[src/rtl/sd_clk_gen.sv]
// SD card clock generator: toggles sd_clk on divider ticks, emits edge strobes,
// stops glitch-free at a low phase and runs the INIT_CLKS power-up burst.
// Optional build macro SD_CLK_HOLD_EN adds a clk_hold input that freezes the
// running clock low for downstream backpressure.
module sd_clk_gen #(
  parameter int unsigned INIT_CLKS = 74,
  parameter int unsigned CNT_W     = 8
) (
  input  logic clk,
  input  logic reset,
  input  logic tick,
  input  logic clk_en,
  input  logic init_start,
`ifdef SD_CLK_HOLD_EN
  input  logic clk_hold,
`endif
  output logic sd_clk,
  output logic sd_clk_rise,
  output logic sd_clk_fall,
  output logic clk_running,
  output logic init_busy,
  output logic init_done
);

  localparam longint unsigned CNT_MAX = (64'd1 << CNT_W) - 64'd1;

  // Reject burst lengths the counter cannot hold without wrapping.
  if (64'(INIT_CLKS) < 64'd1 || 64'(INIT_CLKS) > CNT_MAX) begin : g_param_check
    $error("sd_clk_gen: INIT_CLKS must be in 1..2^CNT_W-1");
  end

  typedef enum logic [1:0] {
    S_IDLE,
    S_RUN,
    S_INIT,
    S_STOP
  } state_t;

  state_t           state, state_nx;
  logic [CNT_W-1:0] cnt, cnt_nx, cnt_inc;
  logic             sd_clk_nx, rise_nx, fall_nx, done_nx;
  logic             toggle, hold;

  assign cnt_inc = cnt + CNT_W'(1);

  // Next-state, burst counter and next output values.
  always_comb begin
    state_nx = state;
    cnt_nx   = cnt;
    toggle   = 1'b0;
    done_nx  = 1'b0;
    hold     = 1'b0;
`ifdef SD_CLK_HOLD_EN
    // Only a low phase may be frozen; a high phase always completes.
    hold     = clk_hold && !sd_clk;
`endif
    case (state)
      S_IDLE: begin
        if (init_start) begin
          state_nx = S_INIT;
          cnt_nx   = '0;
        end else if (clk_en) begin
          state_nx = S_RUN;
        end
      end
      S_RUN: begin
        toggle = tick && !hold;
        if (init_start) begin
          state_nx = S_INIT;
          cnt_nx   = '0;
        end else if (!clk_en) begin
          // Finish any high phase (current or just starting) before idling.
          state_nx = (sd_clk ^ toggle) ? S_STOP : S_IDLE;
        end
      end
      S_STOP: begin
        toggle = tick;
        if (clk_en) begin
          state_nx = S_RUN;
        end else if (toggle) begin
          state_nx = S_IDLE;
        end
      end
      S_INIT: begin
        toggle = tick;
        if (toggle && sd_clk) begin
          cnt_nx = cnt_inc;
          if (cnt_inc == CNT_W'(INIT_CLKS)) begin
            done_nx  = 1'b1;
            state_nx = clk_en ? S_RUN : S_IDLE;
          end
        end
      end
      default: state_nx = S_IDLE;
    endcase
    sd_clk_nx = sd_clk ^ toggle;
    rise_nx   = toggle && !sd_clk;
    fall_nx   = toggle && sd_clk;
  end

  // State, counter and registered outputs.
  always_ff @(posedge clk or negedge reset) begin
    if (!reset) begin
      state       <= S_IDLE;
      cnt         <= '0;
      sd_clk      <= 1'b0;
      sd_clk_rise <= 1'b0;
      sd_clk_fall <= 1'b0;
      clk_running <= 1'b0;
      init_busy   <= 1'b0;
      init_done   <= 1'b0;
    end else begin
      state       <= state_nx;
      cnt         <= cnt_nx;
      sd_clk      <= sd_clk_nx;
      sd_clk_rise <= rise_nx;
      sd_clk_fall <= fall_nx;
      clk_running <= (state_nx != S_IDLE);
      init_busy   <= (state_nx == S_INIT);
      init_done   <= done_nx;
    end
  end

endmodule

[config.mk]
export PLATFORM = sky130hd
export DESIGN_NAME = sd_clk_gen
export DESIGN_NICKNAME = d
export VERILOG_FILES = /design/src/rtl/sd_clk_gen.sv
export SDC_FILE = /design/constraint.sdc
export NUM_CORES = 1
export LEC_CHECK = 0
export BUFFER_PORTS_ARGS = -buffer_cell sky130_fd_sc_hd__buf_4
export CAP_MARGIN = 20
export CORE_MARGIN = 3
export CORE_UTILIZATION = 30
export CTS_CLUSTER_SIZE = 40
export DETAILED_ROUTE_END_ITERATION = 12
export PLACE_DENSITY_LB_ADDON = 0.3
export SLEW_MARGIN = 20
export SYNTH_ARGS = -nofsm -noshare
export SYNTH_HDL_FRONTEND = slang
export SYNTH_SLANG_ARGS = --single-unit
[constraint.sdc]
create_clock -name clk -period 2.35 [get_ports clk]
set_clock_uncertainty 0.1 [all_clocks]
set_input_delay 0.1175 -clock clk [delete_from_list [all_inputs] [get_ports clk]]
set_output_delay 0.1175 -clock clk [all_outputs]
set_load 0.03 [all_outputs]
==> results_tabular.tex <==
\begin{tabular}{lr}
\hline
Metric & Value \\
\hline
\multicolumn{2}{l}{\textbf{Synthesis}} \\
\quad Commonest cells in the synthesized netlist & sky130\_fd\_sc\_hd\_\_dfrtp\_1 (16), sky130\_fd\_sc\_hd\_\_nand2\_1 (11), sky130\_fd\_sc\_hd\_\_o21ai\_0 (11), sky130\_fd\_sc\_hd\_\_ha\_1 (5) \\
\quad Biggest area contributors in the synthesized netlist & sky130\_fd\_sc\_hd\_\_dfrtp\_1 (44\%), sky130\_fd\_sc\_hd\_\_ha\_1 (6.9\%), sky130\_fd\_sc\_hd\_\_o21ai\_0 (6.1\%), sky130\_fd\_sc\_hd\_\_nand2\_1 (4.6\%), sky130\_fd\_sc\_hd\_\_xor2\_1 (2.9\%) \\
\quad Flip-flop and latch count after synthesis & 16 \\
\quad Synth Flop Type & sky130\_fd\_sc\_hd\_\_dfrtp\_1 \\
\quad Sequential fraction of the synthesis area & 44.4\% \\
\quad Netlist area before placement & 901 sq um \\
\quad Area share of the leading cell type in the synthesized netlist & 44.4\% \\
\quad Number of enable-type register cells in the synthesized netlist & 0 \\
\quad Total nets after synthesis & 99 \\
\quad Share of synthesized flip-flops with an asynchronous set or reset & 100\% \\
\quad Cell count after synthesis & 89 \\
\quad Ys Warns & 0 \\
\quad Mapped Avg Cell Area & 10.1 sq um \\
\quad Cell type with the largest total area after synthesis & sky130\_fd\_sc\_hd\_\_dfrtp\_1 \\
\quad Unique cell type count in the Yosys netlist & 31 \\
\quad Count leader, synth & sky130\_fd\_sc\_hd\_\_dfrtp\_1 \\
\multicolumn{2}{l}{\textbf{Setup path}} \\
\quad Required time reported for the critical path endpoint & 2.42 ns \\
\quad Critical path buffer and inverter count & 0 \\
\quad Critical Path Max Stage Delay & 0.44 ns \\
\quad Internal reg-to-reg setup slack & 0.39 ns \\
\quad Worst r2r src & cnt[0]\$\_DFFE\_PN0P\_ \\
\quad Peak fanout along the critical path & 7 \\
\quad Kind of end point of the critical path & flip-flop \\
\quad Crit path arrival time & 2.03 ns \\
\quad Capturing point of the worst reg2reg path & clk\_running\$\_DFF\_PN0\_ \\
\quad Worst setup path start & cnt[0]\$\_DFFE\_PN0P\_ \\
\quad Depth of the worst register-to-register path & 6 \\
\quad Worst setup SP type & flip-flop \\
\quad Count of cell instances traversed by the critical path & 6 \\
\quad Worst setup path endpoint & clk\_running\$\_DFF\_PN0\_ \\
\quad Critical path type & reg -> reg \\
\quad Critical-path cell list & ha\_1, xor2\_1, nand2\_1, mux2\_4, nor4\_4, a21oi\_1 \\
\quad Slowest CP cell & sky130\_fd\_sc\_hd\_\_dfrtp\_1 \\
\quad Delay-heaviest family, CP & flip-flops \\
\multicolumn{2}{l}{\textbf{Timing}} \\
\quad Number of pins exceeding their max-slew limit in the final report & 0 \\
\quad Upper clock frequency limit & 510 MHz \\
\quad Slew at the pin closest to its max-slew limit & 0.595 ns \\
\quad Post-layout worst setup margin & 0.389 ns \\
\quad Setup Total Neg Slack & 0 ns \\
\quad Post-layout minimum cycle time & 1.96 ns \\
\quad Max-Slew Margin vs Limit & 60.3\% \\
\quad Fraction of the cycle the final worst path needs & 83.5\% \\
\quad Setup-violating endpoint count in the final report & 0 \\
\quad Final number of hold-violating endpoints & 0 \\
\quad Unrepaired setup endpoints after global routing & no \\
\multicolumn{2}{l}{\textbf{Clocking}} \\
\quad CTS tree & built \\
\quad Cell at the root of the clock tree & sky130\_fd\_sc\_hd\_\_clkbuf\_4 \\
\quad Max clock buf depth & 2 \\
\quad Clock buffer count from CTS & 3 \\
\quad Post-CTS clock slew at the launch and capture registers of the worst setup and hold paths & 0.10 ns \\
\quad Number of H-tree branching levels & 1 \\
\quad Insertion delay of the later-clocked pin in the worst-skew pair & 0.29 ns \\
\quad Clock Sink Count & 16 \\
\multicolumn{2}{l}{\textbf{Floorplan}} \\
\quad Initial Util & 32.1\% \\
\quad Vertical die dimension & 60.8 microns \\
\quad Floorplan core area & 2810 sq um \\
\quad Number of placed I/O pins & 11 \\
\quad Standard-cell rows & 19 \\
\quad Die footprint & 3700 sq um \\
\quad DIE WIDTH & 60.8 microns \\
\multicolumn{2}{l}{\textbf{Route}} \\
\quad Number of design rule violations left after detail routing & 0 \\
\quad Residual antenna-violating net count after detailed routing & 0 \\
\quad Via density per instance & 5.35 \\
\quad First-pass iteration count of the detailed router & 4 \\
\quad Starting DRC count in detailed routing & 14 \\
\quad Via count & 711 \\
\quad Post-detailed-route wirelength per cell & 13.3 microns \\
\quad Overall routed net length & 1760 microns \\
\multicolumn{2}{l}{\textbf{Outcome}} \\
\quad Run status & finished clean \\
\multicolumn{2}{l}{\textbf{Layout}} \\
\quad Area growth from synthesis to final layout & 17.4\% \\
\quad Fillers & 286 \\
\quad Final nets & 113 \\
\quad Antenna fix cells & 0 \\
\quad Proportion of layout cells with a drive suffix above 1 & 18.6\% \\
\multicolumn{2}{l}{\textbf{Placement}} \\
\quad Estimated wirelength of the detail-placed design & 1280 microns \\
\quad Pre-CTS setup slack & 0.414 ns \\
\quad Placer Congestion & 0.798 \\
\quad Number of buffers inserted by port buffering & 10 \\
\multicolumn{2}{l}{\textbf{GRT}} \\
\quad Largest net degree at the start of global routing & 17 \\
\quad Total global routing overflow & 0 \\
\quad Antenna violations before repair & 0 \\
\quad Wire length of the first global-routing pass & 3120 microns \\
\quad Vias in the first global route & 693 \\
\quad Global-route usage over all layers & 11.3\% \\
\multicolumn{2}{l}{\textbf{Worst hold path}} \\
\quad Worst hold path class & in -> reg \\
\multicolumn{2}{l}{\textbf{Power}} \\
\quad Power density over cell area & 1000 nW/um\^{}2 \\
\quad Static leakage & 0.496 nW \\
\quad Max VDD drop & 612 uV \\
\multicolumn{2}{l}{\textbf{Flow run}} \\
\quad Total of max-cap violations & 0 \\
\hline
\end{tabular}
## kinds of logic (layout without fill, tap and decap cells)
family	count (synthesis)	after routing	share of synthesized area (%)
muxes	1	1	1.67
buffers and inverters	7	20	3.19
DFF	16	16	44.4
xor gates and xnor gates	4	4	4.72
and+or+nand+nor	30	30	21.4
AOI/OAI and AO/OA	26	26	17.6
adders and majority gates	5	5	6.94
## sequential cells by signal (all words and copies together) (netlist names)
register and count:
sd_clk_fall 1, init_busy 1, init_done 1, state 2, sd_clk 1, sd_clk_rise 1, cnt 8, clk_running 1
## per-stage QoR
stage                     util, %  hold slack (ns)  instance area, sq um  total power [mW]  std cells
after global routing         37.7           0.0578                  1060              1.15        133
after global placement       35.7           -0.113                  1000             0.873        127
final                        37.7           0.0379                  1060              1.06        133
after CTS                    37.7           0.0423                  1060              1.07        133
after detailed placement     35.7           -0.108                  1000             0.883        127
after floorplan                 -           -0.278                   901             0.739         89
## timing repair
action	4_1_cts	5_1_grt
buffers inserted	0	0
resized for setup	0	0
hold buffers	2	0
endpoints found under the hold margin	17	0
## layer usage
metal | GRT usage [%] | part of all wire, % | vias up
li1 | - | - | 345
met1 | 14.4 | 48 | 356
met2 | 18.8 | 49 | 10
met3 | 4.47 | 3.6 | 0
met4 | 0.929 | 0 | 0
met5 | 0 | 0 | -
## how the worst min path moves through the flow
stage                    start                    end  slack (ns)  cells past startpoint
finish              init_start     cnt[1]$_DFFE_PN0P_        0.04                      3
global route        init_start     cnt[1]$_DFFE_PN0P_        0.06                      3
CTS                 init_start     cnt[1]$_DFFE_PN0P_        0.04                      3
detailed placement       reset     cnt[3]$_DFFE_PN0P_       -0.11                      1
global placement         reset     cnt[3]$_DFFE_PN0P_       -0.11                      1
floorplan                reset  clk_running$_DFF_PN0_       -0.28                      0
## cell usage in the layout (no fill, tap or decap)
cell	count
sky130_fd_sc_hd__ha_1	5
sky130_fd_sc_hd__nand2b_1	3
sky130_fd_sc_hd__a21o_1	2
sky130_fd_sc_hd__dlygate4sd3_1	2
sky130_fd_sc_hd__nor4_4	1
sky130_fd_sc_hd__and4_1	1
sky130_fd_sc_hd__clkbuf_8	1
sky130_fd_sc_hd__o31ai_1	2
sky130_fd_sc_hd__clkbuf_4	3
sky130_fd_sc_hd__nor2_1	4
sky130_fd_sc_hd__a31oi_1	2
sky130_fd_sc_hd__mux2_4	1
sky130_fd_sc_hd__and2_4	1
sky130_fd_sc_hd__nand4_4	1
sky130_fd_sc_hd__nand2_1	11
sky130_fd_sc_hd__inv_1	4
sky130_fd_sc_hd__nor4b_1	1
sky130_fd_sc_hd__nand4bb_1	1
sky130_fd_sc_hd__o21ai_0	11
sky130_fd_sc_hd__o211ai_1	1
sky130_fd_sc_hd__a21oi_1	4
sky130_fd_sc_hd__a22o_1	2
sky130_fd_sc_hd__a211o_1	1
sky130_fd_sc_hd__buf_4	10
sky130_fd_sc_hd__nor3_1	1
sky130_fd_sc_hd__dfrtp_1	16
sky130_fd_sc_hd__nor4_1	1
sky130_fd_sc_hd__o21a_1	1
sky130_fd_sc_hd__and3b_1	1
sky130_fd_sc_hd__xor2_1	3
sky130_fd_sc_hd__xnor2_2	1
sky130_fd_sc_hd__nand3_1	2
sky130_fd_sc_hd__nand3b_1	1
## worst register-to-register path: cells and delay by family, from the launching register on
family,cells,cell delay [ns]
AOI/OAI and AO/OA,1,0.12
xor gates and xnor gates,1,0.21
muxes,1,0.29
DFF,1,0.44
and+or+nand+nor,2,0.37
adders and majority gates,1,0.31
## layout make-up
cell class	count	area, sq um	share of cell area (%)
inverter	4	15.0	1.42
timing repair buffer	12	95.1	8.99
clock buffer	4	36.3	3.43
sequential	16	400	37.9
tap	31	38.8	3.67
multi-input combinational	66	472	44.6
## power breakdown
group	leakage, nW	internal (mW)	total [mW]	switching, mW
logic	0.273	0.169	0.438	0.268
clock network	0.0210	0.0944	0.182	0.0875
registers	0.202	0.352	0.440	0.0874
No activity file was read; power rests on OpenSTA's default activity.
